[config.mk]
export PLATFORM = sky130hd
export DESIGN_NAME = multi_oneshot_timer
export DESIGN_NICKNAME = d
export VERILOG_FILES = /design/src/rtl/multi_oneshot_timer.sv
export SDC_FILE = /design/constraint.sdc
export NUM_CORES = 1
export LEC_CHECK = 0
export CAP_MARGIN = 20
export CORE_MARGIN = 5
export CORE_UTILIZATION = 40
export CTS_CLUSTER_SIZE = 10
export DETAILED_ROUTE_END_ITERATION = 10
export MAX_ROUTING_LAYER = met4
export PLACE_DENSITY_LB_ADDON = 0.15
export SLEW_MARGIN = 30
export SYNTH_ARGS = -nofsm -noshare
export SYNTH_HDL_FRONTEND = slang
export SYNTH_SLANG_ARGS = --single-unit
[constraint.sdc]
create_clock -name clock -period 2.3 [get_ports clock]
set_input_delay 0.23 -clock clock [delete_from_list [all_inputs] [get_ports clock]]
set_output_delay 0.23 -clock clock [all_outputs]
set_load 0.03 [all_outputs]
[src/rtl/multi_oneshot_timer.sv]
// ---------------------------------------------------------------------------
// multi_oneshot_timer
//
// Purpose:
//   CHANNELS independent one-shot timers that share one free-running tick
//   prescaler. A start request arms a channel: led stays high for
//   `duration` ticks, then done pulses for one cycle. A channel can be
//   cancelled, and can optionally be retriggered while it is running. Each
//   channel's remaining tick count is visible on `remaining`.
//
// Parameters:
//   CLK_HZ    input clock frequency in Hz
//   TICK_HZ   tick rate; DIV = CLK_HZ / TICK_HZ (must be >= 1)
//   CHANNELS  number of independent timers
//   CNT_W     width of the duration / remaining counters
//   RETRIGGER 1 = start while running reloads duration, 0 = ignored
//
// Ports:
//   clock      in   system clock, all logic on posedge
//   resett     in   asynchronous active-high reset
//   start      in   [CHANNELS]        per-channel start request
//   cancel     in   [CHANNELS]        per-channel abort
//   duration   in   [CHANNELS*CNT_W]  tick count, channel i at [i*CNT_W +: CNT_W]
//   led        out  [CHANNELS]        high while the channel is running
//   done       out  [CHANNELS]        one-cycle pulse on natural expiry
//   remaining  out  [CHANNELS*CNT_W]  current count, 0 when idle
//
// Build option:
//   MULTI_ONESHOT_EDGE_START_EN  when defined, only a 0->1 edge on a start
//                                bit counts as a request (held buttons fire
//                                once); otherwise start is level-sensitive.
// ---------------------------------------------------------------------------
module multi_oneshot_timer #(
  parameter int unsigned CLK_HZ    = 100000000,
  parameter int unsigned TICK_HZ   = 1,
  parameter int unsigned CHANNELS  = 4,
  parameter int unsigned CNT_W     = 8,
  parameter int unsigned RETRIGGER = 0
) (
  input  logic                      clock,
  input  logic                      resett,
  input  logic [CHANNELS-1:0]       start,
  input  logic [CHANNELS-1:0]       cancel,
  input  logic [CHANNELS*CNT_W-1:0] duration,
  output logic [CHANNELS-1:0]       led,
  output logic [CHANNELS-1:0]       done,
  output logic [CHANNELS*CNT_W-1:0] remaining
);

  localparam int unsigned DIV       = CLK_HZ / TICK_HZ;
  localparam int unsigned PCNT_W    = (DIV > 1) ? $clog2(DIV) : 1;
  localparam logic [PCNT_W-1:0] PCNT_MAX = PCNT_W'(DIV - 1);
  localparam bit          RETRIG_EN = (RETRIGGER != 0);

  typedef enum logic {
    IDLE = 1'b0,
    RUN  = 1'b1
  } state_t;

  // Shared prescaler: free-running, never restarted by start.
  logic [PCNT_W-1:0] pcnt;
  logic              tick_c;

  // With DIV == 1 PCNT_MAX is 0, so pcnt stays 0 and tick is always high.
  assign tick_c = (pcnt == PCNT_MAX);

  always_ff @(posedge clock or posedge resett) begin
    if (resett) begin
      pcnt <= '0;
    end else if (tick_c) begin
      pcnt <= '0;
    end else begin
      pcnt <= pcnt + PCNT_W'(1);
    end
  end

  // Start request qualification (level or rising edge).
  logic [CHANNELS-1:0] start_req_c;

`ifdef MULTI_ONESHOT_EDGE_START_EN
  logic [CHANNELS-1:0] start_q;

  always_ff @(posedge clock or posedge resett) begin
    if (resett) begin
      start_q <= '0;
    end else begin
      start_q <= start;
    end
  end

  // Rising edge against last cycle's value, so no extra latency is added.
  assign start_req_c = start & ~start_q;
`else
  assign start_req_c = start;
`endif

  // Per-channel one-shot.
  for (genvar i = 0; i < int'(CHANNELS); i++) begin : g_ch
    state_t           state_q;
    state_t           state_n;
    logic [CNT_W-1:0] rem_q;
    logic [CNT_W-1:0] rem_n;
    logic [CNT_W-1:0] dur_c;
    logic             done_q;
    logic             done_n;

    assign dur_c = duration[i*CNT_W +: CNT_W];

    // State, count and done registers.
    always_ff @(posedge clock or posedge resett) begin
      if (resett) begin
        state_q <= IDLE;
        rem_q   <= '0;
        done_q  <= 1'b0;
      end else begin
        state_q <= state_n;
        rem_q   <= rem_n;
        done_q  <= done_n;
      end
    end

    // Next state: cancel > retrigger > tick while running.
    always_comb begin
      state_n = state_q;
      rem_n   = rem_q;
      done_n  = 1'b0;

      unique case (state_q)
        IDLE: begin
          // Cancel in the same cycle as start keeps the channel idle.
          if (!cancel[i] && start_req_c[i]) begin
            if (dur_c != '0) begin
              state_n = RUN;
              rem_n   = dur_c;
            end else begin
              done_n  = 1'b1;
            end
          end
        end

        RUN: begin
          if (cancel[i]) begin
            state_n = IDLE;
            rem_n   = '0;
          end else if (RETRIG_EN && start_req_c[i]) begin
            // Reload wins over an expiring tick; a zero reload expires.
            if (dur_c != '0) begin
              rem_n   = dur_c;
            end else begin
              state_n = IDLE;
              rem_n   = '0;
              done_n  = 1'b1;
            end
          end else if (tick_c) begin
            if (rem_q == CNT_W'(1)) begin
              state_n = IDLE;
              rem_n   = '0;
              done_n  = 1'b1;
            end else begin
              rem_n   = rem_q - CNT_W'(1);
            end
          end
        end

        default: begin
          state_n = IDLE;
          rem_n   = '0;
        end
      endcase
    end

    assign led[i]                       = (state_q == RUN);
    assign done[i]                      = done_q;
    assign remaining[i*CNT_W +: CNT_W]  = rem_q;
  end

endmodule

Word level (Yosys, flattened, before mapping)
Index checks and enable logic that the tools add are counted.
W data, S select, Z words.
{ "word_totals": {"in_bits": 42, "register_bits": 67, "elab_cells": 128, "out_inout_bits": 40} }
{ "classes": {"n_mux": 73, "n_eq_ne": 17, "addsub": 5, "reduce_logical": 16, "bitwise_logic": 4} }
{ "op_table": {"columns": ["op", "n"], "rows": [
  ["$mux W8", 20],
  ["$pmux W8 S2", 4],
  ["$mux W1", 40],
  ["$eq A8 B1 Y1 const B", 4],
  ["$reduce_bool A8 Y1", 4],
  ["$sub A8 B1 Y8 const B", 4],
  ["$add A27 B1 Y27 const B", 1],
  ["$eq A27 B27 Y1 const B", 1],
  ["$mux W27", 1],
  ["$ne A2 B2 Y1 const B", 8],
  ["$pmux W1 S2", 8],
  ["$ne A3 B3 Y1 const B", 4],
  ["$reduce_and A3 Y1", 4],
  ["$logic_and A1 B1 Y1", 4],
  ["$logic_not A1 Y1", 4],
  ["$not A1 Y1", 4]
]} }

Longest topological paths before layout
{ "logic_depth": {"word_depth": 5, "ltp_mapped": 8} }

Worst setup path after synthesis
Ideal clock, no wire load.
{ "synth_timing": {"path_kind": "register -> register", "startpoint": "register g_ch[0].rem_q[2]", "endpoint": "register g_ch[0].rem_q[5]", "synth_period_minus_slack_ns": 2.087, "setup_time_ns": 0.126, "stages_incl_launch_ff": 6, "slack_ns": 0.213, "required_ns": 2.174, "t_arrival_ns": 1.961, "n_path_buf": 0, "path_cell_list": "dfrtp_1 > or4_4 > nor3_2 > nor2_1 > a32o_1 > o32a_1"} }
{ "synth_between": {"elab_chain_cells": 5} }
{ "synth_rtl": {"columns": ["element", "line_no", "text"], "rows": [
  ["start: declaration", "101", "logic [CNT_W-1:0] rem_q;"],
  ["start signal: assignment", "117", "rem_q <= rem_n;"],
  ["$sub A8 B1 Y8 or $eq A8 B1 Y1 (tied branches)", "160, 155", null],
  ["$mux W8 (*)", "155", "if (rem_q == CNT_W'(1)) begin"],
  ["$mux W8 (*)", "154", "end else if (tick_c) begin"],
  ["$mux W8 (*)", "142", "if (cancel[i]) begin"],
  ["$pmux W8 S2 (*)", "128", "unique case (state_q)"]
]} }
Mark *: on every way between the ends. The rest lies on a longest branch, timed or not. The select of a mux whose other input is x is not followed.
A chain may end at the register's enable or synchronous reset.

Final worst setup path
{ "layout_timing": {"startpoint": "register pcnt[17]", "endpoint": "register g_ch[1].rem_q[0]"} }
{ "layout_between": {"elab_chain_cells": 3} }
{ "layout_rtl": {"columns": ["element", "line_no", "text"], "rows": [
  ["start: declaration", "61", "logic [PCNT_W-1:0] pcnt;"],
  ["start signal: assignment", "73", "pcnt <= pcnt + PCNT_W'(1);"],
  ["$eq A27 B27 Y1", "65", "assign tick_c = (pcnt == PCNT_MAX);"],
  ["$ne A3 B3 Y1 (no line)", null, null],
  ["$reduce_and A3 Y1 (no line)", null, null],
  ["end signal: assignment", "117", null],
  ["end: declaration", "101", null]
]} }
No other way between the ends.

==> impl_results.md <==
* Outcome: complete, no violations
* Drt wl/cell at 16.60 um
* # IOs at 82
* Fin crit share at 0.9157
* # Post-CTS Setup Buffers at 0
* # resized after CTS at 0
* Horiz. Die Dim at 112.0 um
* Post-DP Area at 5151 um2
* Synthesis Warnings at 0
* DRT antenna net count at 0
* Final wirelength at 11690 um
* Pwr Density at 697.3 nW/um2
* Total power at 3.739 mW
* Syn Nets at 531
* CP arrival at 2340 ps
* Syn avg cell area at 8.662 um2
* Critical path startpoint category: flop
* Part of the Yosys area used for sequential elements at 0.4033
* Initial Util at 0.4064
* Cell row count at 37
* CTS max path bufs at 2
* CP Capture Type: flop
* Count of final setup violators at 0
* Share of the synthesized area in the top cell type at 0.4033
* CTS sink cnt at 67
* Htree depth at 3
* Sum of negative setup slack at 0 ps
* Post-synth top area cell: dfrtp_1
* Int Pwr at 2.374 mW
* Net count reported at finish at 615
* Cell with the most instances after synthesis: dfrtp_1
* # Max-Cap Violations at 0
* Fillers at 979
* Die height at 112.0 um
* Fin. Hold Viols at 0
* Crit Path Max Fanout at 7
* Leakage at 2.214 nW
* DR vias at 4019
* Area contributors post-synth: dfrtp_1 40%, nor2_1 4.5%, nand2_1 3.8%
* HPWL after detailed placement at 8761 um
* Final GP Congestion at 0.9478
* Net Sw Frac at 0.3651
* Ys async rst share at 1.000
* Congestion Overflow GR at 0
* Sw power at 1.365 mW
* CTS Buf Count at 9
* VDD IR max at 491.0 uV
* Drt initial violations at 266
* EDFF count, synth at 0
* Pin count of the biggest net entering global routing at 50
* #FFs+latches synth at 67
* Fmax at 474.8 MHz
* Hold WC Path Type: in -> async
* R2R Setup Slk at 190 ps
* R2R Path Start: pcnt[17]
* Slew headroom at 0.5990
* Pins Over Slew Limit at 0
* Cell area after layout at 5361 um2
* GRT Resource Usage Total at 0.1952
* DR vias/cell at 5.709
* Sequential Power Share at 0.391
* Comb pwr share at 0.335
* Vias in the first global route at 3877
* Total core area at 10230 um2
* Tmin final at 2106 ps
* R2r endpoint: g_ch[1].rem_q[0]
* Clock power share at 0.275
* R2R depth at 6
* Ant. Diodes at 0
* First drt pass iteration count at 4
* Count of cell types in the netlist at 63
* Clock Pin Slew Worst Setup and Hold Paths at 80 ps
* CTS Hold Bufs at 0
* DRC at 0
* Area added between synthesis and finish at 28.95%
* Req. time, crit path at 2530 ps
* Main synth FF type: dfrtp_1
* Most frequent cells after synthesis: 67 x dfrtp_1, 50 x nor2_1, 42 x nand2_1
* Mapped cell area at 4158 um2
* Clock latency on the worst-skew pair at 340 ps
* PortBufs at 81
* Initial antenna violation count at 0
* Post-Syn Instances at 480
* RSZ-0062 raised after global routing: false
* Share of cells above drive strength 1 at 0.08099
* CTS root buffer: clkbuf_8
* Crit Path Category: reg -> reg
* Clock skew at 11.69 ps
* Die Area at 12530 um2
* CTS tree: yes
* Slew @ Worst Pin at 596.1 ps
* First-pass GRT wire length at 19620 um
[layout by cell type, fill, tap and decap left out, types with 7 or more instances in the layout]
| cell | instances |
|---|---|
| a32oi_1 | 7 |
| xnor2_1 | 11 |
| nor3_1 | 26 |
| nor2_1 | 50 |
| inv_1 | 18 |
| a31oi_1 | 7 |
| nor4_1 | 12 |
| nand3_1 | 16 |
| o22ai_1 | 12 |
| nand4_1 | 12 |
| and3_1 | 11 |
| o21ai_0 | 21 |
| xor2_1 | 13 |
| dfrtp_1 | 67 |
| nand2_1 | 42 |
| clkbuf_8 | 11 |
| clkdlybuf4s50_1 | 81 |
| ha_1 | 9 |
| a21oi_1 | 24 |
| buf_4 | 16 |
[per-layer routing]
layer / vias to the layer above / wire length [um] / global-route usage
met3: 16 / 802 / 0.03913
met2: 154 / 5211 / 0.2850
met4: 0 / 177 / 0.05529
met5: - / 0 / -
li1: 1943 / - / -
met1: 1906 / 5498 / 0.2759
[layout make-up]
cell class	count	area (um2)	share of cell area
multi-input combinational	368	2287	0.4266
sequential	67	1677	0.3127
tap	136	170.2	0.03174
inverter	20	75.07	0.01400
clock buffer	11	151.4	0.02824
clock inverter	4	50.05	0.009335
timing repair buffer	98	950.9	0.1774
[worst max-delay path, cell delays in order (launching register included)]
cell and delay [ps]:
dfrtp_1 430, nor3b_1 380, and4_1 430, a21o_1 220, a21boi_4 70, buf_4 180
a211o_1 280
[power by group through the flow]
stage               Clock, mW  Combinational (mW)  Sequential, mW
floorplan                   0               0.501            1.68
global placement            0                1.25            1.48
detailed placement          0                1.24            1.48
CTS                      1.05                1.25            1.46
global route             1.11                1.35            1.48
finish                   1.03                1.25            1.46
[worst max-delay path by stage]
stage                           startpoint                to  slack (ps)  cells after the start
after detailed placement           pcnt[0]  g_ch[3].rem_q[6]         140                      6
after floorplan           g_ch[0].rem_q[2]  g_ch[0].rem_q[5]         210                      5
final                             pcnt[17]  g_ch[1].rem_q[0]         190                      6
after global placement        duration[30]  g_ch[3].rem_q[7]         110                      6
after CTS                          pcnt[0]  g_ch[3].rem_q[7]         140                      7
after global routing               pcnt[0]  g_ch[2].rem_q[7]          30                      6
[metrics by stage]
step / std cells / hold WS [ps] / setup slack [ps] / util
global route: 704 / 273.6 / 34.46 / 0.5240
detailed placement: 689 / 449.3 / 143.4 / 0.5035
floorplan: 480 / 296.1 / 212.7 / -
finish: 704 / 208.8 / 193.9 / 0.5240
CTS: 704 / 219.0 / 136.5 / 0.5232
global placement: 689 / 436.2 / 109.9 / 0.5035
[flip-flops by register name, summed over array words and instances, names as in the netlist]
signal,cells
g_ch.done_q,4
g_ch.rem_q,32
pcnt,27
g_ch.state_q,4
[logic make-up (layout without fill, tap and decap cells)]
kind of cell / Yosys count / count (layout) / synth area share
muxes: 6 / 6 / 0.01475
xor gates and xnor gates: 24 / 24 / 0.05056
DFF: 67 / 67 / 0.4033
and+or+nand+nor: 216 / 216 / 0.2711
AOI/OAI and AO/OA: 113 / 113 / 0.1833
buffers and inverters: 45 / 133 / 0.04996
adders and majority gates: 9 / 9 / 0.02708
No activity file was read; power rests on OpenSTA's default activity.
